--- config.mk ---
export PLATFORM = sky130hd
export DESIGN_NAME = wave_sequencer_flat
export DESIGN_NICKNAME = d
export VERILOG_FILES = /design/src/rtl/wave_sequencer_pkg.sv /design/src/rtl/wave_sequencer_if.sv /design/src/rtl/wave_sequencer_dur_timer.sv /design/src/rtl/wave_sequencer.sv /design/src/flat_wrapper.sv
export SDC_FILE = /design/constraint.sdc
export NUM_CORES = 1
export LEC_CHECK = 0
export CORE_ASPECT_RATIO = 2
export CORE_UTILIZATION = 59
export CTS_CLUSTER_DIAMETER = 30
export CTS_CLUSTER_SIZE = 30
export DETAILED_ROUTE_END_ITERATION = 7
export HOLD_SLACK_MARGIN = 0.03
export PLACE_DENSITY = 0.87
export SLEW_MARGIN = 0
export SYNTH_ARGS = -nofsm -noshare
export SYNTH_HDL_FRONTEND = slang
export SYNTH_SLANG_ARGS = --single-unit
--- constraint.sdc ---
create_clock -name clk -period 5.1 [get_ports clk]
set_input_delay 1.02 -clock clk [delete_from_list [all_inputs] [get_ports clk]]
set_output_delay 1.02 -clock clk [all_outputs]
set_load 0.01 [all_outputs]
--- src/rtl/wave_sequencer_pkg.sv ---
// wave_seq_pkg: shared states, widths and tone table for the wave sequencer
package wave_seq_pkg;
  localparam int INC_W = 25;
  localparam int ID_W = 2;
  typedef enum logic [1:0] {IDLE, TONE, GAP, DONE} state_t;
  localparam logic [INC_W-1:0] TONE_INC0 = 25'd1000;
  localparam logic [INC_W-1:0] TONE_INC1 = 25'd1260;
  localparam logic [INC_W-1:0] TONE_INC2 = 25'd1500;
  localparam logic [INC_W-1:0] TONE_INC3 = 25'd2000;
  function automatic logic [INC_W-1:0] tone_inc(input logic [ID_W-1:0] id);
    return id == 2'd0 ? TONE_INC0 : id == 2'd1 ? TONE_INC1 : id == 2'd2 ? TONE_INC2 : TONE_INC3;
  endfunction
endpackage

--- src/rtl/wave_sequencer_if.sv ---
// wave_sequencer_if: game FSM to sequencer request/status and wave block drive
interface wave_sequencer_if import wave_seq_pkg::*; #(parameter int MAX_STEPS = 16, parameter int DUR_W = 26) ();
  logic start;
  logic abort;
  logic [4:0] seq_len;
  logic [2*MAX_STEPS-1:0] seq_data;
  logic [DUR_W-1:0] tone_dur;
  logic [DUR_W-1:0] gap_dur;
  logic busy;
  logic done;
  logic [INC_W-1:0] wave_inc;
  logic wave_clr;
  logic [3:0] step_idx;
  logic [ID_W-1:0] tone_id;
  modport master (
    output start, abort, seq_len, seq_data, tone_dur, gap_dur,
    input busy, done, wave_inc, wave_clr, step_idx, tone_id
  );
  modport slave (
    input start, abort, seq_len, seq_data, tone_dur, gap_dur,
    output busy, done, wave_inc, wave_clr, step_idx, tone_id
  );
endinterface

--- src/rtl/wave_sequencer_dur_timer.sv ---
// dur_timer: loadable down-counter that saturates at zero and flags expiry
module dur_timer #(parameter int DUR_W = 26) (
  input  logic             clk,
  input  logic             reset,
  input  logic             load,
  input  logic [DUR_W-1:0] load_val,
  output logic             expired
);
  logic [DUR_W-1:0] cnt;
  // load on state entry, otherwise count down and hold at zero
  always_ff @(posedge clk)
    if (reset) cnt <= '0;
    else if (load) cnt <= load_val;
    else if (cnt != '0) cnt <= cnt - 1'b1;
  assign expired = cnt == '0;
endmodule

--- src/rtl/wave_sequencer.sv ---
// wave_sequencer: plays a latched list of tone IDs as timed tones with silent gaps
module wave_sequencer import wave_seq_pkg::*; #(
  parameter int MAX_STEPS = 16,
  parameter int DUR_W = 26
) (
  input logic clk,
  input logic reset,
  wave_sequencer_if.slave bus
);
  state_t state, state_n;
  logic [4:0] len_q;
  logic [2*MAX_STEPS-1:0] seq_q;
  logic [DUR_W-1:0] tone_q, gap_q, load_val;
  logic [3:0] step_q, step_n;
  logic [ID_W-1:0] id;
  logic load, expired, accept, last;
  function automatic logic [DUR_W-1:0] dur_m1(input logic [DUR_W-1:0] d);
    return d == '0 ? '0 : d - 1'b1;
  endfunction
  assign accept = state == IDLE && bus.start && !bus.abort;
  assign last = {1'b0, step_q} == len_q - 5'd1;
  assign id = seq_q[{step_q, 1'b0} +: ID_W];
  dur_timer #(.DUR_W(DUR_W)) u_timer (
    .clk(clk), .reset(reset), .load(load), .load_val(load_val), .expired(expired)
  );
  // state, step and latched operating inputs
  always_ff @(posedge clk)
    if (reset) begin
      state <= IDLE;
      step_q <= '0;
      len_q <= '0;
      seq_q <= '0;
      tone_q <= '0;
      gap_q <= '0;
    end else begin
      state <= state_n;
      step_q <= step_n;
      if (accept) begin
        len_q <= bus.seq_len > 5'(MAX_STEPS) ? 5'(MAX_STEPS) : bus.seq_len;
        seq_q <= bus.seq_data;
        tone_q <= bus.tone_dur;
        gap_q <= bus.gap_dur;
      end
    end
  // next state, step and timer load
  always_comb begin
    state_n = state;
    step_n = step_q;
    load = 1'b0;
    load_val = dur_m1(tone_q);
    case (state)
      IDLE: if (accept) begin
        state_n = bus.seq_len == '0 ? DONE : TONE;
        step_n = '0;
        load = 1'b1;
        load_val = dur_m1(bus.tone_dur);
      end
      TONE: if (bus.abort) begin
        state_n = IDLE;
        step_n = '0;
      end else if (expired) begin
        state_n = last ? DONE : gap_q == '0 ? TONE : GAP;
        step_n = last || gap_q != '0 ? step_q : step_q + 4'd1;
        load = !last;
        load_val = gap_q == '0 ? dur_m1(tone_q) : gap_q - 1'b1;
      end
      GAP: if (bus.abort) begin
        state_n = IDLE;
        step_n = '0;
      end else if (expired) begin
        state_n = TONE;
        step_n = step_q + 4'd1;
        load = 1'b1;
      end
      default: begin
        state_n = IDLE;
        step_n = '0;
      end
    endcase
  end
  assign bus.busy = state == TONE || state == GAP;
  assign bus.done = state == DONE;
  assign bus.wave_clr = state != TONE;
  assign bus.wave_inc = state == TONE ? tone_inc(id) : '0;
  assign bus.step_idx = step_q;
  assign bus.tone_id = state == TONE ? id : '0;
endmodule

--- src/flat_wrapper.sv ---
// flat-port wrapper written by rule: the top's interface ports become plain ports
module wave_sequencer_flat import wave_seq_pkg::*;
#(
  parameter int MAX_STEPS = 16,
  parameter int DUR_W = 26
)
  (clk, reset, bus_start, bus_abort, bus_seq_len, bus_seq_data, bus_tone_dur, bus_gap_dur, bus_busy, bus_done, bus_wave_inc, bus_wave_clr, bus_step_idx, bus_tone_id);
  wave_sequencer_if #(.MAX_STEPS(MAX_STEPS), .DUR_W(DUR_W)) bus_i ();
  input logic clk;
  input logic reset;
  input wire logic [$bits(bus_i.start)-1:0] bus_start;
  input wire logic [$bits(bus_i.abort)-1:0] bus_abort;
  input wire logic [$bits(bus_i.seq_len)-1:0] bus_seq_len;
  input wire logic [$bits(bus_i.seq_data)-1:0] bus_seq_data;
  input wire logic [$bits(bus_i.tone_dur)-1:0] bus_tone_dur;
  input wire logic [$bits(bus_i.gap_dur)-1:0] bus_gap_dur;
  output wire logic [$bits(bus_i.busy)-1:0] bus_busy;
  output wire logic [$bits(bus_i.done)-1:0] bus_done;
  output wire logic [$bits(bus_i.wave_inc)-1:0] bus_wave_inc;
  output wire logic [$bits(bus_i.wave_clr)-1:0] bus_wave_clr;
  output wire logic [$bits(bus_i.step_idx)-1:0] bus_step_idx;
  output wire logic [$bits(bus_i.tone_id)-1:0] bus_tone_id;
  assign bus_i.start = bus_start;
  assign bus_i.abort = bus_abort;
  assign bus_i.seq_len = bus_seq_len;
  assign bus_i.seq_data = bus_seq_data;
  assign bus_i.tone_dur = bus_tone_dur;
  assign bus_i.gap_dur = bus_gap_dur;
  assign bus_busy = bus_i.busy;
  assign bus_done = bus_i.done;
  assign bus_wave_inc = bus_i.wave_inc;
  assign bus_wave_clr = bus_i.wave_clr;
  assign bus_step_idx = bus_i.step_idx;
  assign bus_tone_id = bus_i.tone_id;
  wave_sequencer #(.MAX_STEPS(MAX_STEPS), .DUR_W(DUR_W)) u_core (.clk(clk), .reset(reset), .bus(bus_i));
endmodule
# Word level (Yosys, flattened, before mapping)
# Index checks and enable logic that the tools add are counted.
dict set report totals {
  word_cells 81
  ram_bits 0
  mem_count 0
  ff_bits 121
  latchBits 0
  mem_bits_ro 0
}
dict set report op_classes {
  muxes 37
  div_mod_pow 0
  n_shift 1
  addsub 6
  bitwise 0
  n_reduce_logical 18
  multipliers 0
  magnitude_cmp 1
  eq_ne 11
}
# operator count
set op_table {}
lappend op_table {{$mux 26} 8}
lappend op_table {{$logic_not 26->1} 4}
lappend op_table {{$sub 26x1->26 const B} 4}
lappend op_table {{$mux 25} 3}
lappend op_table {{$pmux 26 s2} 1}
lappend op_table {{$reduce_bool 26->1} 2}
lappend op_table {{$shiftx 32x6->2} 1}
lappend op_table {{$mux 4} 6}
lappend op_table {{$mux 2} 9}
lappend op_table {{$pmux 4 s3} 1}
lappend op_table {{$mux 10} 1}
lappend op_table {{$eq 2x2->1 const B} 3}
lappend op_table {{$ne 3x2->1 const B} 2}
lappend op_table {{$pmux 2 s3} 1}
lappend op_table {{$eq 4x5->1} 1}
lappend op_table {{$gt 5x5->1 const B} 1}
lappend op_table {{$logic_not 5->1} 1}
lappend op_table {{$mux 1} 5}
lappend op_table {{$mux 5} 1}
lappend op_table {{$sub 5x1->5 const B} 1}
lappend op_table {{$add 4x1->4 const B} 1}
lappend op_table {{$eq 2x1->1 const B} 2}
lappend op_table {{$logic_not 2->1} 2}
lappend op_table {{$ne 2x1->1 const B} 2}
lappend op_table {{other kinds (8)} 11}

# Logic depth before layout (Yosys ltp)
dict set report logic_depth {
  ltp_word 7
  depth_mapped 11
}

# By module
# A second synthesis with hierarchy kept.
dict set report hier_totals {
  cells_unflattened 969
  area_unflattened_um2 7504.7
}
# module instances area_each_um2 cells_each seq_area_each_um2
set by_module_without_submodules {}
lappend by_module_without_submodules {wave_sequencer 1 5983.2 782 1901.8}
lappend by_module_without_submodules {dur_timer 1 1521.5 187 520.5}

# Worst setup path before layout
# No wires, ideal clock.
dict set report synth_path {
  kind {reg2out}
  startpoint {reg u_core.step_q[0] (netlist: u_core.bus.step_idx[0])}
  endpoint {out bus_wave_inc[4]}
  path_buffers 2
  t_arrival_ps 2462
  stages_incl_launch_ff 8
  slack_ps 1618
  required_time_ps 4080
  cell_sequence {dfxtp_1 > clkbuf_1 > buf_1 > mux4_2 > a22oi_1 > nand2_1 > ha_1 > nor3_1}
}
dict set report synth_between {
  elab_chain_cells 5
  elab_cells_between_ends 6
  classes_between {eq/ne: 1; shift: 1; mux: 3; reduce/logical: 1}
}
# element line_no
set synth_rtl {}
lappend synth_rtl {{start: declaration} wave_sequencer.sv:14} ;# logic [3:0] step_q, step_n;
lappend synth_rtl {{start signal: assignment} wave_sequencer.sv:37} ;# step_q <= step_n;
lappend synth_rtl {{$shiftx 32x6->2 (*)} wave_sequencer.sv:22} ;# assign id = seq_q[{step_q, 1'b0} +: ID_W];
lappend synth_rtl {{$eq 2x1->1} wave_sequencer_pkg.sv:11} ;# return id == 2'd0 ? TONE_INC0 : id == 2'd1 ? TONE_INC1 : id == 2'd2 ? TONE_INC2 : TONE_INC3;
lappend synth_rtl {{$mux 25} wave_sequencer_pkg.sv:11}
lappend synth_rtl {{$mux 25 (*)} wave_sequencer_pkg.sv:11}
lappend synth_rtl {{$mux 25 (*)} wave_sequencer.sv:84} ;# assign bus.wave_inc = state == TONE ? tone_inc(id) : '0;
lappend synth_rtl {{end: declaration} flat_wrapper.sv:19} ;# output wire logic [$bits(bus_i.wave_inc)-1:0] bus_wave_inc;
# Mark *: on every way between the ends. The rest lies on a longest branch, timed or not.

# Worst setup path after layout
dict set report layout_path {
  startpoint {reg u_core.step_q[0] (netlist: u_core.bus.step_idx[0])}
  endpoint {out bus_wave_inc[9]}
}
dict set report layout_between {
  elab_chain_cells 6
  elab_cells_between_ends 8
  classes_between {eq/ne: 2; shift: 1; mux: 4; reduce/logical: 1}
}
# element line_no
set layout_rtl {}
lappend layout_rtl {{$shiftx 32x6->2 (*)} wave_sequencer.sv:22}
lappend layout_rtl {{$eq 2x2->1} wave_sequencer_pkg.sv:11}
lappend layout_rtl {{$mux 10} wave_sequencer_pkg.sv:11}
lappend layout_rtl {{$mux 25} wave_sequencer_pkg.sv:11}
lappend layout_rtl {{$mux 25 (*)} wave_sequencer_pkg.sv:11}
lappend layout_rtl {{$mux 25 (*)} wave_sequencer.sv:84}
# Marked as above.

==> out/metrics.cfg <==
[sta]
fin_ws_ns=0.746
tns_ns=0
slew_violations=0
whs_ns=0.456
max_clock_freq_mhz=230
slew-limit-headroom=0.260
hold_violations=0
rsz0062_at_grt=false
setup_viol=0
post-route-period-util=0.854
finalCriticalPeriod_ns=4.35
tightest_slew_ns=1.11
skew_ns=0.0131

[cts]
cts_resized=0
clk_pin_slew_ns=0.06
clk_path_buf_depth=2
cts_buffers=17
ctsHoldBuffers=0
clock_latency_ns=0.43
cts_tree=yes
cts_setup_buffers=0
htreeDepth=4
numClockSinks=121
ctsRootBufferMaster=clkbuf_16

[worst_setup_path]
critical_path.max_fanout=18
max_stage_delay_ns=0.87
cpMostUsedCell=o21ai_0
crit_chain=mux2_2 > o21ai_0 > a31oi_1 > o21ai_0 > nand2_1 > inv_1 > ha_1 > nor2_1 > clkdlybuf4s50_1
required_ns=4.08
timing.critical_path.arrival_ns=3.33
critical_path_class=register to output pin
cp_slowest_cell=dfxtp_1
crit_buf_inv=2
crit_family=flip-flops
startpoint_type=register
end_kind=output pin

[layout]
fin_cells=1267
final_nets=1212
syn2layout_area_growth_pct=21.9
drive_above_1_share=0.0671
fin_util=0.740
antenna_cells=0

[grt]
grt_usage=0.426
grt_first_pass_wirelength_um=42000
grt_max_degree=93
grt_pass1_vias=8041
antenna_found_initial=0
grt_remaining_overflow=0

[yosys]
synth-main-ff-cell=dfxtp_1
async_reset_ff_frac=0
yosysSeqAreaShare=0.316
synth_edf_count=0
synth-seq-cells=121
yosys_warnings=0
syn_inst=1026
avgSynthCellArea_um2=7.47
post_synth_num_cell_types=65
synth_top_area_frac=0.316
synthTopCellsByArea=dfxtp_1 (32%), nand2_1 (9.8%), a21oi_1 (8.1%), xor2_1 (5.8%), xnor2_1 (3.9%)
yosysTopAreaCell=dfxtp_1
netlist_area_um2=7660

[floorplanning]
row_count=58
ios=127
start_util=0.607
die_w_um=82.6
coreArea_um2=12600
dieArea_um2=13500
chipHeight_um=163

[route]
first_pass_iters=8
drt_iter0_drc=980
drc=2
ant_nets=0
route.detailed.wl_per_inst_um=21.1
vias_per_cell=6.59
vias=8353
routed_wl_um=26700

[power]
p_leak_nw=3.46
p_per_area_nw_per_um2=464
worst_ir_drop_vdd_mv=0.343

[worst_hold_path]
hp-class=register to register

[flow_run]
cap_violations=0

[place]
gp_congestion=1.02
place_inst=1235
dp_hpwl_um=17900
portBuffers=110
pre_cts_ws_ns=1.19

[run_status]
violations=DRC
status=complete, but fails checks

## power breakdown
part	switching, mW	total (mW)	internal (mW)
clock	0.492	1.27	0.780
sequential	0.188	1.28	1.10
combinational	1.11	1.78	0.672
total	1.79	4.34	2.55
## flip-flops by register name, summed over array words and instances, names as in the netlist
| signal | cells |
|---|---|
| u_core.seq_q | 32 |
| u_core.gap_q | 26 |
| u_core.tone_q | 26 |
| u_core.u_timer.cnt | 26 |
| u_core.len_q | 5 |
| u_core.bus.step_idx | 4 |
| u_core.state | 2 |
## cell usage in the layout (no fill, tap or decap), types with 5 or more instances in the layout
cell,n
a211oi_1,15
a21oi_1,124
a221oi_1,11
a2bb2oi_1,7
a31oi_1,13
buf_4,12
clkbuf_16,17
clkdlybuf4s50_1,109
conb_1,16
dfxtp_1,121
ha_1,15
inv_1,23
inv_6,7
mux2_2,9
nand2_1,201
nand2b_1,8
nand3_1,13
nand4_1,14
nor2_1,69
nor2b_1,5
nor3_1,32
nor4_1,28
o21ai_0,33
o22ai_1,7
o31ai_1,7
or3_1,14
or4_1,21
xnor2_1,34
xor2_1,51
## per-layer routing
metal  vias up  track usage  share of wire
met5         -       0.0208         0.0013
met3       190        0.171          0.097
li1       3788            -              -
met2       509        0.687           0.50
met4         2        0.335          0.091
met1      3864        0.418           0.31
## cells in the mapped netlist, types with 5 or more instances
cell         n
a211oi_1    15
a21oi_1    124
a221oi_1    11
a2bb2oi_1    7
a31oi_1     13
buf_4       18
clkbuf_1    52
dfxtp_1    121
ha_1        15
inv_1       23
mux2_2       9
nand2_1    201
nand2b_1     8
nand3_1     13
nand4_1     14
nor2_1      70
nor2b_1      5
nor3_1      32
nor4_1      28
o21ai_0     33
o22ai_1      7
o31ai_1      7
or3_1       14
or4_1       21
xnor2_1     34
xor2_1      51
## area by class of cell
class	instances	area [um2]
Clock buffer	18	429
Clock inverter	14	183
Fill cell	991	3290
Inverter	23	86.3
Multi-Input combinational cell	820	4850
Sequential cell	121	2420
Tap cell	150	188
Timing Repair Buffer	121	1180
## worst paths after layout
path,start,to,slack (ns),depth (start not counted)
hold reg to reg,u_core.seq_q[16],u_core.seq_q[16],0.46,2
hold / removal,u_core.seq_q[16],u_core.seq_q[16],0.46,2
setup / recovery,u_core.bus.step_idx[0],bus_wave_inc[9],0.75,9
setup reg to reg,u_core.state[1],u_core.u_timer.cnt[6],1.53,8
## kinds of logic (layout without fill, tap and decap cells)
group / after synthesis / count (layout) / share of synthesized area
AND/OR/NAND/NOR: 435 / 435 / 0.272
other: 1 / 16 / 0.000489
adder cells (fa/ha/maj): 15 / 15 / 0.0245
flip-flops: 121 / 121 / 0.316
buffers and inverters: 100 / 176 / 0.0594
multiplexers: 15 / 15 / 0.0276
AO/OA/AOI/OAI: 254 / 254 / 0.202
XOR/XNOR: 85 / 85 / 0.0972
## metrics by stage
| step | total power [mW] | area, um2 |
|---|---|---|
| global route | 4.55 | 9340 |
| finish | 4.34 | 9340 |
| CTS | 4.21 | 9340 |
| detailed placement | 2.94 | 8730 |
| global placement | 2.91 | 8730 |
| floorplan | 2.43 | 7720 |
## worst min-delay path, cell delays in order (launching register included)
cell and delay, ns:
dfxtp_1 0.30, nand2_1 0.05, a21oi_1 0.05
(Power assumes the default switching activity.)
